==> src/rtl/capture_trigger_writer_pkg.sv <==
// Shared definitions for the IQ capture path.
// Provides the trigger magnitude width rule, the capture FSM state encodings
// and the {I,Q} packing helper that the capture buffer also uses.
package capture_trigger_writer_pkg;

  // FSM state encodings
  localparam int unsigned STATE_BITS = 3;
  localparam logic [STATE_BITS-1:0] ST_IDLE    = 3'd0;
  localparam logic [STATE_BITS-1:0] ST_ARMED   = 3'd1;
  localparam logic [STATE_BITS-1:0] ST_CAPTURE = 3'd2;
  localparam logic [STATE_BITS-1:0] ST_DRAIN   = 3'd3;
  localparam logic [STATE_BITS-1:0] ST_DONE    = 3'd4;

  // Widest sample pair the packing helper can carry
  localparam int unsigned PACK_MAX = 64;

  // |I|+|Q| needs one bit more than the wider component
  function automatic int unsigned mag_bits(input int unsigned i_bits,
                                           input int unsigned q_bits);
    return ((i_bits > q_bits) ? i_bits : q_bits) + 1;
  endfunction

  // {I,Q} with I in the upper bits; caller truncates to I_BITS+Q_BITS
  function automatic logic [PACK_MAX-1:0] pack_iq(input logic [PACK_MAX-1:0] i_val,
                                                  input logic [PACK_MAX-1:0] q_val,
                                                  input int unsigned         q_bits);
    logic [PACK_MAX-1:0] q_mask;
    q_mask = (PACK_MAX'(1) << q_bits) - PACK_MAX'(1);
    return (i_val << q_bits) | (q_val & q_mask);
  endfunction

endpackage

==> src/rtl/capture_trigger_writer_if.sv <==
// Capture-buffer write channel: address/data beat handshake plus write response.
//   m_axi_cap_waddr  : beat address          m_axi_cap_wdata : {I,Q} payload
//   m_axi_cap_wvalid : beat valid            s_axi_cap_wready: buffer accepts beat
//   s_axi_cap_bresp  : 1 = write error       s_axi_cap_bvalid: response valid
//   m_axi_cap_bready : response accept
interface capture_trigger_writer_if #(
  parameter int unsigned INDEX_BITS = 10,
  parameter int unsigned DATA_BITS  = 24
);
  logic [INDEX_BITS-1:0] m_axi_cap_waddr;
  logic [DATA_BITS-1:0]  m_axi_cap_wdata;
  logic                  m_axi_cap_wvalid;
  logic                  s_axi_cap_wready;
  logic                  s_axi_cap_bresp;
  logic                  s_axi_cap_bvalid;
  logic                  m_axi_cap_bready;

  modport master (
    output m_axi_cap_waddr, m_axi_cap_wdata, m_axi_cap_wvalid, m_axi_cap_bready,
    input  s_axi_cap_wready, s_axi_cap_bresp, s_axi_cap_bvalid
  );

  modport slave (
    input  m_axi_cap_waddr, m_axi_cap_wdata, m_axi_cap_wvalid, m_axi_cap_bready,
    output s_axi_cap_wready, s_axi_cap_bresp, s_axi_cap_bvalid
  );
endinterface

==> src/rtl/capture_trigger_writer_fifo.sv <==
// Elastic FIFO between sample capture and capture-buffer writes.
// Ports: i_push/i_data write side, i_pop read side, o_head_c is the current
// head entry (mux of registered storage), o_full/o_empty registered flags.
// A push on a full FIFO is accepted only when a pop happens in the same cycle.
module capture_fifo #(
  parameter int unsigned WIDTH = 8,
  parameter int unsigned DEPTH = 4
) (
  input  logic             clk,
  input  logic             rst_n,
  input  logic             i_push,
  input  logic [WIDTH-1:0] i_data,
  input  logic             i_pop,
  output logic [WIDTH-1:0] o_head_c,
  output logic             o_full,
  output logic             o_empty
);
  localparam int unsigned PTR_BITS = (DEPTH > 1) ? $clog2(DEPTH) : 1;
  localparam int unsigned CNT_BITS = PTR_BITS + 1;

  logic [WIDTH-1:0]    r_mem [DEPTH];
  logic [PTR_BITS-1:0] r_wr_ptr;
  logic [PTR_BITS-1:0] r_rd_ptr;
  logic [CNT_BITS-1:0] r_count;
  logic [CNT_BITS-1:0] w_count_nxt;
  logic                r_full;
  logic                r_empty;
  logic                w_do_push;
  logic                w_do_pop;

  assign w_do_pop  = i_pop && !r_empty;
  assign w_do_push = i_push && (!r_full || w_do_pop);

  // Occupancy after this cycle's push/pop
  always_comb begin
    w_count_nxt = r_count;
    if (w_do_push && !w_do_pop) begin
      w_count_nxt = r_count + CNT_BITS'(1);
    end else if (w_do_pop && !w_do_push) begin
      w_count_nxt = r_count - CNT_BITS'(1);
    end
  end

  // Pointers, count and flags
  always_ff @(posedge clk or negedge rst_n) begin
    if (!rst_n) begin
      r_wr_ptr <= '0;
      r_rd_ptr <= '0;
      r_count  <= '0;
      r_full   <= 1'b0;
      r_empty  <= 1'b1;
    end else begin
      if (w_do_push) r_wr_ptr <= r_wr_ptr + PTR_BITS'(1);
      if (w_do_pop)  r_rd_ptr <= r_rd_ptr + PTR_BITS'(1);
      r_count <= w_count_nxt;
      r_full  <= (w_count_nxt == CNT_BITS'(DEPTH));
      r_empty <= (w_count_nxt == '0);
    end
  end

  // Storage; stale entries are never visible because reads are gated by empty
  always_ff @(posedge clk) begin
    if (w_do_push) r_mem[r_wr_ptr] <= i_data;
  end

  assign o_head_c = r_mem[r_rd_ptr];
  assign o_full   = r_full;
  assign o_empty  = r_empty;

endmodule

==> src/rtl/capture_trigger_writer.sv <==
// Trigger-and-capture feeder for the IQ capture buffer.
// Once armed, waits for |I|+|Q| >= threshold (or force_trig) on a valid sample,
// then writes BUFFER_LENGTH consecutive samples through an elastic FIFO.
// Ports: clk, rst_n (async, active-low); s_i/s_q/s_valid sample stream;
// arm, force_trig, threshold control; cap = capture-buffer write channel
// (master); busy, done, overflow, wr_err status.
module capture_trigger_writer
  import capture_trigger_writer_pkg::*;
#(
  parameter  int unsigned I_BITS        = 12,
  parameter  int unsigned Q_BITS        = 12,
  parameter  int unsigned INDEX_BITS    = 10,
  parameter  int unsigned BUFFER_LENGTH = 1000,
  parameter  int unsigned FIFO_DEPTH    = 4,
  localparam int unsigned MAG_BITS      = mag_bits(I_BITS, Q_BITS)
) (
  input  logic                     clk,
  input  logic                     rst_n,
  input  logic signed [I_BITS-1:0] s_i,
  input  logic signed [Q_BITS-1:0] s_q,
  input  logic                     s_valid,
  input  logic                     arm,
  input  logic                     force_trig,
  input  logic [MAG_BITS-1:0]      threshold,
  capture_trigger_writer_if.master cap,
  output logic                     busy,
  output logic                     done,
  output logic                     overflow,
  output logic                     wr_err
);
  localparam int unsigned DATA_BITS  = I_BITS + Q_BITS;
  localparam int unsigned ENTRY_BITS = INDEX_BITS + DATA_BITS;
  localparam int unsigned CNT_BITS   = $clog2(BUFFER_LENGTH + 1);
  localparam int unsigned SUM_BITS   = CNT_BITS + 1;

  logic [STATE_BITS-1:0] r_state;
  logic [STATE_BITS-1:0] w_state_nxt;

  logic                r_busy;
  logic                r_done;
  logic                r_bready;
  logic                r_overflow;
  logic                r_wr_err;
  logic [CNT_BITS-1:0] r_push_cnt;
  logic [CNT_BITS-1:0] r_beat_cnt;
  logic [CNT_BITS-1:0] r_resp_cnt;
  logic [CNT_BITS-1:0] r_drop_cnt;

  logic signed [MAG_BITS-1:0] w_i_ext;
  logic signed [MAG_BITS-1:0] w_q_ext;
  logic [MAG_BITS-1:0]        w_abs_i;
  logic [MAG_BITS-1:0]        w_abs_q;
  logic [MAG_BITS-1:0]        w_mag;

  logic                  w_arm_ok;
  logic                  w_trig;
  logic                  w_cap_push;
  logic                  w_take;
  logic                  w_pop;
  logic                  w_drop;
  logic                  w_resp;
  logic                  w_push_done;
  logic                  w_drain_done;
  logic [DATA_BITS-1:0]  w_iq;
  logic [ENTRY_BITS-1:0] w_fifo_in;
  logic [ENTRY_BITS-1:0] w_fifo_head;
  logic [INDEX_BITS-1:0] w_head_addr;
  logic [DATA_BITS-1:0]  w_head_data;
  logic                  w_fifo_full;
  logic                  w_fifo_empty;

  // Magnitude: one extra bit makes |most-negative| representable
  assign w_i_ext = {{(MAG_BITS-I_BITS){s_i[I_BITS-1]}}, s_i};
  assign w_q_ext = {{(MAG_BITS-Q_BITS){s_q[Q_BITS-1]}}, s_q};
  assign w_abs_i = w_i_ext[MAG_BITS-1] ? MAG_BITS'(-w_i_ext) : MAG_BITS'(w_i_ext);
  assign w_abs_q = w_q_ext[MAG_BITS-1] ? MAG_BITS'(-w_q_ext) : MAG_BITS'(w_q_ext);
  assign w_mag   = w_abs_i + w_abs_q;

  // Session events
  assign w_arm_ok   = arm && ((r_state == ST_IDLE) || (r_state == ST_DONE));
  assign w_trig     = (r_state == ST_ARMED) && s_valid && (force_trig || (w_mag >= threshold));
  assign w_cap_push = (r_state == ST_CAPTURE) && s_valid && (r_push_cnt < CNT_BITS'(BUFFER_LENGTH));
  assign w_take     = w_trig || w_cap_push;
  assign w_pop      = !w_fifo_empty && cap.s_axi_cap_wready;
  assign w_drop     = w_cap_push && w_fifo_full && !w_pop;
  assign w_resp     = cap.s_axi_cap_bvalid && r_bready;

  // Dropped samples never produce a beat or response, so they count toward completion
  assign w_push_done  = (r_push_cnt == CNT_BITS'(BUFFER_LENGTH));
  assign w_drain_done = ((SUM_BITS'(r_beat_cnt) + SUM_BITS'(r_drop_cnt)) == SUM_BITS'(BUFFER_LENGTH))
                     && ((SUM_BITS'(r_resp_cnt) + SUM_BITS'(r_drop_cnt)) == SUM_BITS'(BUFFER_LENGTH));

  // Each entry carries its sample-time address so drop holes are skipped, not back-filled
  assign w_iq      = DATA_BITS'(pack_iq(PACK_MAX'(s_i), PACK_MAX'(s_q), Q_BITS));
  assign w_fifo_in = {INDEX_BITS'(r_push_cnt), w_iq};

  capture_fifo #(
    .WIDTH (ENTRY_BITS),
    .DEPTH (FIFO_DEPTH)
  ) u_fifo (
    .clk      (clk),
    .rst_n    (rst_n),
    .i_push   (w_take && !w_drop),
    .i_data   (w_fifo_in),
    .i_pop    (w_pop),
    .o_head_c (w_fifo_head),
    .o_full   (w_fifo_full),
    .o_empty  (w_fifo_empty)
  );

  assign {w_head_addr, w_head_data} = w_fifo_head;

  // Write channel is driven straight from FIFO registers; zero while empty
  assign cap.m_axi_cap_wvalid = !w_fifo_empty;
  assign cap.m_axi_cap_waddr  = w_fifo_empty ? '0 : w_head_addr;
  assign cap.m_axi_cap_wdata  = w_fifo_empty ? '0 : w_head_data;
  assign cap.m_axi_cap_bready = r_bready;

  // State register
  always_ff @(posedge clk or negedge rst_n) begin
    if (!rst_n) r_state <= ST_IDLE;
    else        r_state <= w_state_nxt;
  end

  // Next-state logic
  always_comb begin
    w_state_nxt = r_state;
    case (r_state)
      ST_IDLE:    if (arm)          w_state_nxt = ST_ARMED;
      ST_ARMED:   if (w_trig)       w_state_nxt = ST_CAPTURE;
      ST_CAPTURE: if (w_push_done)  w_state_nxt = ST_DRAIN;
      ST_DRAIN:   if (w_drain_done) w_state_nxt = ST_DONE;
      ST_DONE:    if (arm)          w_state_nxt = ST_ARMED;
      default:                      w_state_nxt = ST_IDLE;
    endcase
  end

  // Status flags and session counters; arm starts a clean session
  always_ff @(posedge clk or negedge rst_n) begin
    if (!rst_n) begin
      r_busy     <= 1'b0;
      r_done     <= 1'b0;
      r_bready   <= 1'b0;
      r_overflow <= 1'b0;
      r_wr_err   <= 1'b0;
      r_push_cnt <= '0;
      r_beat_cnt <= '0;
      r_resp_cnt <= '0;
      r_drop_cnt <= '0;
    end else begin
      r_busy   <= (w_state_nxt == ST_ARMED) || (w_state_nxt == ST_CAPTURE)
               || (w_state_nxt == ST_DRAIN);
      r_done   <= (w_state_nxt == ST_DONE);
      r_bready <= (w_state_nxt == ST_CAPTURE) || (w_state_nxt == ST_DRAIN);
      if (w_arm_ok) begin
        r_overflow <= 1'b0;
        r_wr_err   <= 1'b0;
        r_push_cnt <= '0;
        r_beat_cnt <= '0;
        r_resp_cnt <= '0;
        r_drop_cnt <= '0;
      end else begin
        if (w_drop)                             r_overflow <= 1'b1;
        if (w_resp && cap.s_axi_cap_bresp)      r_wr_err   <= 1'b1;
        if (w_take)                             r_push_cnt <= r_push_cnt + CNT_BITS'(1);
        if (w_pop)                              r_beat_cnt <= r_beat_cnt + CNT_BITS'(1);
        if (w_resp)                             r_resp_cnt <= r_resp_cnt + CNT_BITS'(1);
        if (w_drop)                             r_drop_cnt <= r_drop_cnt + CNT_BITS'(1);
      end
    end
  end

  assign busy     = r_busy;
  assign done     = r_done;
  assign overflow = r_overflow;
  assign wr_err   = r_wr_err;

endmodule

==> src/flat_wrapper.sv <==
// flat-port wrapper written by rule: the top's interface ports become plain ports
module capture_trigger_writer_flat import capture_trigger_writer_pkg::*;
#(
  parameter  int unsigned I_BITS        = 12,
  parameter  int unsigned Q_BITS        = 12,
  parameter  int unsigned INDEX_BITS    = 10,
  parameter  int unsigned BUFFER_LENGTH = 1000,
  parameter  int unsigned FIFO_DEPTH    = 4,
  localparam int unsigned MAG_BITS      = mag_bits(I_BITS, Q_BITS)
)
  (clk, rst_n, s_i, s_q, s_valid, arm, force_trig, threshold, busy, done, overflow, wr_err, cap_m_axi_cap_waddr, cap_m_axi_cap_wdata, cap_m_axi_cap_wvalid, cap_m_axi_cap_bready, cap_s_axi_cap_wready, cap_s_axi_cap_bresp, cap_s_axi_cap_bvalid);
  capture_trigger_writer_if #(.INDEX_BITS(INDEX_BITS), .DATA_BITS((I_BITS + Q_BITS))) cap_i ();
  input  logic clk;
  input  logic rst_n;
  input  logic signed [I_BITS-1:0] s_i;
  input  logic signed [Q_BITS-1:0] s_q;
  input  logic s_valid;
  input  logic arm;
  input  logic force_trig;
  input  logic [MAG_BITS-1:0] threshold;
  output logic busy;
  output logic done;
  output logic overflow;
  output logic wr_err;
  output wire logic [$bits(cap_i.m_axi_cap_waddr)-1:0] cap_m_axi_cap_waddr;
  output wire logic [$bits(cap_i.m_axi_cap_wdata)-1:0] cap_m_axi_cap_wdata;
  output wire logic [$bits(cap_i.m_axi_cap_wvalid)-1:0] cap_m_axi_cap_wvalid;
  output wire logic [$bits(cap_i.m_axi_cap_bready)-1:0] cap_m_axi_cap_bready;
  input wire logic [$bits(cap_i.s_axi_cap_wready)-1:0] cap_s_axi_cap_wready;
  input wire logic [$bits(cap_i.s_axi_cap_bresp)-1:0] cap_s_axi_cap_bresp;
  input wire logic [$bits(cap_i.s_axi_cap_bvalid)-1:0] cap_s_axi_cap_bvalid;
  assign cap_m_axi_cap_waddr = cap_i.m_axi_cap_waddr;
  assign cap_m_axi_cap_wdata = cap_i.m_axi_cap_wdata;
  assign cap_m_axi_cap_wvalid = cap_i.m_axi_cap_wvalid;
  assign cap_m_axi_cap_bready = cap_i.m_axi_cap_bready;
  assign cap_i.s_axi_cap_wready = cap_s_axi_cap_wready;
  assign cap_i.s_axi_cap_bresp = cap_s_axi_cap_bresp;
  assign cap_i.s_axi_cap_bvalid = cap_s_axi_cap_bvalid;
  capture_trigger_writer #(.I_BITS(I_BITS), .Q_BITS(Q_BITS), .INDEX_BITS(INDEX_BITS), .BUFFER_LENGTH(BUFFER_LENGTH), .FIFO_DEPTH(FIFO_DEPTH)) u_core (.clk(clk), .rst_n(rst_n), .s_i(s_i), .s_q(s_q), .s_valid(s_valid), .arm(arm), .force_trig(force_trig), .threshold(threshold), .cap(cap_i), .busy(busy), .done(done), .overflow(overflow), .wr_err(wr_err));
endmodule
==> config.mk <==
export PLATFORM = sky130hd
export DESIGN_NAME = capture_trigger_writer_flat
export DESIGN_NICKNAME = d
export VERILOG_FILES = /design/src/rtl/capture_trigger_writer_pkg.sv /design/src/rtl/capture_trigger_writer_if.sv /design/src/rtl/capture_trigger_writer_fifo.sv /design/src/rtl/capture_trigger_writer.sv /design/src/flat_wrapper.sv
export SDC_FILE = /design/constraint.sdc
export NUM_CORES = 1
export LEC_CHECK = 0
export BUFFER_PORTS_ARGS = -buffer_cell sky130_fd_sc_hd__buf_4
export CAP_MARGIN = 20
export CORE_AREA = 2 2 133 135
export DETAILED_ROUTE_END_ITERATION = 12
export DIE_AREA = 0 0 135 137
export GPL_TIMING_DRIVEN = 0
export PLACE_DENSITY = 0.87
export SLEW_MARGIN = 0
export SYNTH_ARGS = -nofsm -noshare
export SYNTH_HDL_FRONTEND = slang
export SYNTH_SLANG_ARGS = --single-unit
export TNS_END_PERCENT = 10
==> constraint.sdc <==
create_clock -name clk -period 5.93 [get_ports clk]
set_input_delay 0.2965 -clock clk [delete_from_list [all_inputs] [get_ports clk]]
set_output_delay 0.2965 -clock clk [all_outputs]
set_load 0.03 [all_outputs]
# After elaboration in Yosys (flattened, before gate mapping)
# Memories as Yosys holds them, arrays and structs flattened.
# Cells that the tools add are included.
# classes
add_sub_neg	13
n_mul	0
div_mod_pow	0
n_lt_le_gt_ge	2
eq_ne	12
n_shift	0
muxes	25
bitwise_logic	1
n_reduce_logical	37
# ops
cell	count
$mux W10	9
$add A10 B1 Y10 const B	4
$mux W13	2
$neg A12 Y13	2
$mux W24	1
$or A24 B12 Y24	1
$add A10 B10 Y11	2
$eq A11 B10 Y1 const B	2
$mux W3	6
$logic_and A1 B1 Y1	16
$add A13 B13 Y13	1
$ge A13 B13 Y1	1
$eq A3 B2 Y1 const B	4
$pmux W3 S4	1
$eq A10 B10 Y1 const B	1
$lt A10 B10 Y1 const B	1
$reduce_bool A2 Y1	5
$eq A3 B3 Y1 const B	3
$logic_or A1 B1 Y1	7
$eq A3 B1 Y1 const B	2
$logic_not A1 Y1	6
$logic_not A3 Y1	2
$mux W1	6
$add A2 B1 Y2 const B	2
other kinds (3)	3
# word_totals
regBits	57
latch_bits	0
ramBits	136
romBits	0
input_bits	45
output_inout_bits	40
elab_cells	106
n_memories	1
# memory_table
name	depth	word_bits	rd	rd_clocked_by_memory_dff	write_ports	line_no	text
u_core.u_fifo.r_mem	4	34	1	0	1	capture_trigger_writer_fifo.sv:21	logic [WIDTH-1:0] r_mem [DEPTH];

# Logic depth before layout (Yosys ltp)
# depth
ltp_word	14
mapped_depth	24
depth_no_buf	23

# Modules after synthesis
# From an unflattened synthesis, not the netlist that was laid out.
# hier_totals
hier_cells	775
area_unflattened_um2	10065.9
# by_module_without_submodules
module	instances	cells_each	area_each_um2	seq_area_each_um2
capture_fifo	1	223	5420.2	4310.4
capture_trigger_writer	1	552	4645.7	1201.2

# Least setup slack after synthesis
# Ideal clock, no wire load.
# synth_path
path_kind	in2reg
startpoint	input port s_q[3]
endpoint	memory u_core.u_fifo.r_mem[0][0] (netlist bit), enable pin
setup_time_ps	394
t_arrival_ps	4288
required_time_ps	5536
path_slack_ps	1248
stages	17
n_path_buf	1
path_cell_list	or3_1 or3_1 nand2_1 xnor2_1 ha_1 or3_1 o21ai_0 a21oi_1 a311oi_1 a21oi_1 ha_1 a211oi_1 nand2_1 nand4_1 o21ai_1 buf_2 and3_1
# synth_between
elab_chain_len	11
# synth_lines
item	line_no	text
start, declared	flat_wrapper.sv:16	input logic signed [Q_BITS-1:0] s_q;
$neg A12 Y13	capture_trigger_writer.sv:76	assign w_abs_q = w_q_ext[MAG_BITS-1] ? MAG_BITS'(-w_q_ext) : MAG_BITS'(w_q_ext);
$mux W13 (*)	capture_trigger_writer.sv:76	
$add A13 B13 Y13 (*)	capture_trigger_writer.sv:77	assign w_mag = w_abs_i + w_abs_q;
$ge A13 B13 Y1 (*)	capture_trigger_writer.sv:81	assign w_trig = (r_state == ST_ARMED) && s_valid && (force_trig || (w_mag >= threshold));
$logic_or A1 B1 Y1 (*)	capture_trigger_writer.sv:81	
$logic_and A1 B1 Y1 (*)	capture_trigger_writer.sv:81	
$logic_or A1 B1 Y1 (*)	capture_trigger_writer.sv:83	assign w_take = w_trig || w_cap_push;
$logic_and A1 B1 Y1 (*)	capture_trigger_writer.sv:103	.i_push (w_take && !w_drop),
$logic_and A1 B1 Y1 (*)	capture_trigger_writer_fifo.sv:32	assign w_do_push = i_push && (!r_full || w_do_pop);
$mux W1 (*)	capture_trigger_writer_fifo.sv:63	if (w_do_push) r_mem[r_wr_ptr] <= i_data;
$mux W1 (not written as such) (*)	capture_trigger_writer_fifo.sv:63	
end, declared	capture_trigger_writer_fifo.sv:21	
# Mark *: on every way between the ends. The rest lies on a longest branch, timed or not.

# Worst setup path after layout
# layout_path
startpoint	input port s_i[11]
endpoint	memory u_core.u_fifo.r_mem[3][29] (netlist bit), enable pin
# layout_between
elab_chain_len	11
# layout_lines
item	line_no	text
start, declared	flat_wrapper.sv:15	input logic signed [I_BITS-1:0] s_i;
$neg A12 Y13	capture_trigger_writer.sv:75	assign w_abs_i = w_i_ext[MAG_BITS-1] ? MAG_BITS'(-w_i_ext) : MAG_BITS'(w_i_ext);
$mux W13 (*)	capture_trigger_writer.sv:75	
$add A13 B13 Y13 (*)	capture_trigger_writer.sv:77	
$ge A13 B13 Y1 (*)	capture_trigger_writer.sv:81	
$logic_or A1 B1 Y1 (*)	capture_trigger_writer.sv:81	
$logic_and A1 B1 Y1 (*)	capture_trigger_writer.sv:81	
$logic_or A1 B1 Y1 (*)	capture_trigger_writer.sv:83	
$logic_and A1 B1 Y1 (*)	capture_trigger_writer.sv:103	
$logic_and A1 B1 Y1 (*)	capture_trigger_writer_fifo.sv:32	
$mux W1 (*)	capture_trigger_writer_fifo.sv:63	
$mux W1 (not written as such) (*)	capture_trigger_writer_fifo.sv:63	
# Marks and branches as above.

==> results.cfg <==
[setup_path]
rr_worst_depth = 10
regToRegEndpoint = u_core.busy
worstPathArrival_ns = 5.04
setup_crit_end_kind = flip-flop
rr_startpoint = u_core.r_drop_cnt[1]
cp_data_required_time_ns = 5.99
cp-startpoint = s_i[11]
crit_family = compound AO/OA/AOI/OAI gates
cp.buffers_inverters = 3
path_depth = 20
r2r_setup_slack_ns = 3.03
timing.critical_path.to = u_core.u_fifo.r_mem[3][29]
critical_path.max_stage_delay_ns = 0.83
critical_path_class = input port to flip-flop
cell_by_cell_listing_of_the_critical_path = buf_4, clkbuf_1, o21ai_0, ha_1, a21o_1, a21oi_1, o21ai_0, a31oi_1, nor2b_1, o21a_1, o211ai_1, xnor2_1, ha_1, a21o_1, a211oi_1, nand2_1, nand4_1, o21ai_1, buf_2, and3_2
worst_setup_start_kind = input port
crit_fanout = 34
slowest_stage = sky130_fd_sc_hd__and3_2

[route]
detailedRoute.firstIterationViolations = 483
detail_routed_net_length_per_standard_cell_um = 18.7
number_of_remaining_drc_errors = 0
drt-vias-per-instance = 5.94
dr.pass1.iters = 5
route.final.wire_length_um = 21200
detail-route-antenna-nets = 0
vias = 6721

[global_routing]
grt_start_max_net_pins = 58
global_route.overflow_total = 0
vias_in_the_first_global_route = 6657
antenna_found_initial = 0
wire_length_of_the_first_global_routing_pass_um = 34300
grt_util_all_layers = 0.244

[clock_tree]
cts_max_path_buffers = 2
cts-root-buf = sky130_fd_sc_hd__clkbuf_16
cts-htree-levels = 4
cts_sinks = 193
tritoncts = done
total_cts_buffers = 17
clk_pin_slew_worst_setup_hold_paths_ns = 0.07
setup_fix_bufs_post_cts = 0
clock_insertion_delay_worst_skew_ns = 0.45
hold_buffers = 1
cts_resized = 0

[floorplanning]
chipWidth_um = 135
start_util = 0.589
floorplan.core_area_sq_mm = 0.0171
die_area_sq_mm = 0.0185
floorplan.io_pins = 85
placementRows = 48
die-height_um = 137

[timing]
relSlewSlack = 0.384
final.setup_skew_ns = 0.00936
timing.final.crit_period_ns = 4.98
fin_setup_tns_ns = 0
hold_violations = 0
finalCritPeriodShare = 0.839
fmax_ghz = 0.201
worst_slew_pin_slew_ns = 0.924
holdWs_ns = 0.0723
setup_violation_total_in_the_final_timing_report = 0
rsz_0062_raised_after_global_routing = false
final-max-slew-violation-count = 0

[layout]
layout-drive-gt1-share = 0.189
filler_cell_count = 1221
utilization = 0.677
antenna-diode-count = 0
most-common-layout-cells = sky130_fd_sc_hd__edfxtp_1, sky130_fd_sc_hd__buf_4, sky130_fd_sc_hd__ha_1
areaGrowthSynthToFinish_pct = 15.0
layout.nets = 1000
layout_commonest_cell = sky130_fd_sc_hd__edfxtp_1
area_of_all_placed_cells_without_fillers_sq_mm = 0.0116
area_of_combinational_cells_with_multiple_inputs_sq_mm = 0.00428
storage_element_area_sq_mm = 0.00551

[synth]
synth-async-reset-ratio = 0.295
synthSimpleGateAreaFrac = 0.129
synth.lib_cells_used.distinct = 61
syn_nets = 896
synth-edff-count = 136
ys.warnings.count = 0
synth_top_area_frac = 0.406
synth_fa_ha_area_frac = 0.0782
synth_compound_area_frac = 0.0808
post_synth_main_area_contributors = sky130_fd_sc_hd__edfxtp_1, sky130_fd_sc_hd__dfrtp_1, sky130_fd_sc_hd__mux4_2, sky130_fd_sc_hd__ha_1, sky130_fd_sc_hd__xnor2_1
netlist_instances = 790
synth.area.mux_share = 0.0812
synth_area_per_inst_sq_um = 12.7
ys_seq_elements = 193
synth_xor_area_frac = 0.0566
ys.flop_type = sky130_fd_sc_hd__edfxtp_1
synth_top_area_cell = sky130_fd_sc_hd__edfxtp_1
synth-seq-area-share = 0.548
netlist_area_sq_mm = 0.0100
synth_top_family_by_area = simple AND/OR/NAND/NOR gates

[placement]
numPortBuffers = 84
dp.final_hpwl_um = 14800
placement.cell_area_sq_mm = 0.0110
finalWeightedCongestion = 0.953

[power]
combinationalPowerShare = 0.411
power.switching_fraction = 0.373
power_density_mw_per_mm2 = 457
worst_ir_drop_vdd_mv = 0.253
clkPwrFrac = 0.212
internal_power_mw = 3.31
switchingPower_mw = 1.97
p_leak_nw = 4.67
share_seq_of_total_power = 0.377

[min_path]
hold_path.class = input port to flip-flop

[run_status]
run_status = complete, no violations

[job]
max_cap_viol_count = 0
per-layer routing:
layer,up-vias,routed length [um],track usage
met2,225,10300,0.399
met4,0,410,0.0741
met1,3323,9250,0.335
met3,34,1230,0.0496
li1,3139,-,-
met5,-,0,0
logic make-up after synthesis:
logic type,count (synthesis)
AND/OR/NAND/NOR,241
flip-flops,193
AO/OA/AOI/OAI,123
buffers and inverters,68
XOR/XNOR,65
adder cells (fa/ha/maj),61
multiplexers,39
worst register-to-register path, cell delays in order, from the launching register on:
cell	delay [ns]
sky130_fd_sc_hd__dfrtp_1	0.50
sky130_fd_sc_hd__inv_1	0.18
sky130_fd_sc_hd__fa_1	0.50
sky130_fd_sc_hd__nor2b_1	0.13
sky130_fd_sc_hd__o21ai_1	0.09
sky130_fd_sc_hd__a21oi_1	0.26
sky130_fd_sc_hd__mux2i_1	0.21
sky130_fd_sc_hd__and4b_1	0.21
sky130_fd_sc_hd__nand4_1	0.21
sky130_fd_sc_hd__o41ai_1	0.35
sky130_fd_sc_hd__a221oi_1	0.14
final cells by class:
type / instances / area share
buffer: 23 / 0.00801
clock buffer: 18 / 0.0371
clock inverter: 14 / 0.0129
inverter: 45 / 0.0146
multi-input combinational: 529 / 0.371
sequential: 193 / 0.477
tap: 225 / 0.0244
timing repair buffer: 85 / 0.0554
worst min path at each step:
stage	cells after the start	from	end
after detailed placement	1	rst_n	u_core.r_push_cnt[5]
after CTS	1	s_i[1]	u_core.u_fifo.r_mem[1][13]
after floorplan	0	rst_n	u_core.busy
after global routing	1	s_i[1]	u_core.u_fifo.r_mem[2][13]
after global placement	1	rst_n	u_core.overflow
final	1	s_i[1]	u_core.u_fifo.r_mem[2][13]
state kept, by name, summed over array words and instances (netlist names):
register                     count
u_core.r_state                   3
u_core.cap.m_axi_cap_bready      1
u_core.u_fifo.r_wr_ptr           2
u_core.r_drop_cnt               10
u_core.r_beat_cnt               10
u_core.u_fifo.o_full             1
u_core.wr_err                    1
u_core.u_fifo.r_rd_ptr           2
u_core.r_push_cnt               10
u_core.r_resp_cnt               10
u_core.done                      1
u_core.busy                      1
u_core.overflow                  1
u_core.u_fifo.o_empty            1
u_core.u_fifo.r_count            3
u_core.u_fifo.r_mem            136
synthesized netlist by cell type, drive strengths merged, types with 4 or more instances:
library cell  number
inv               45
nor2b              6
o21ai             39
nor3               9
nand2b             6
or3               17
buf                6
nand4             13
dfrtp             56
nand2             45
a21oi             27
nand3             18
mux4              34
a21o               9
o21a               6
a211oi             8
xor2              30
o31ai              6
and3              17
nor2              53
and2              39
ha                58
a31oi              4
clkbuf            17
mux2i              5
xnor2             35
edfxtp           136
per-stage QoR:
step / worst slack (ns) / instances / total power [mW]
detailed placement: 0.570 / 1099 / 4.17
CTS: 0.981 / 1132 / 5.29
finish: 0.954 / 1132 / 5.28
global placement: 0.0275 / 1099 / 4.09
floorplan: 1.25 / 790 / 3.49
global route: 0.479 / 1132 / 5.56
power by group through the flow:
stage               combinational, mW  clock (mW)  sequential [mW]
finish                           2.17        1.12             1.99
global route                     2.37        1.17             2.02
CTS                              2.18        1.12             1.99
detailed placement               2.16           0             2.01
global placement                 2.10           0             1.99
floorplan                        1.56           0             1.94
(Power assumes the default switching activity.)
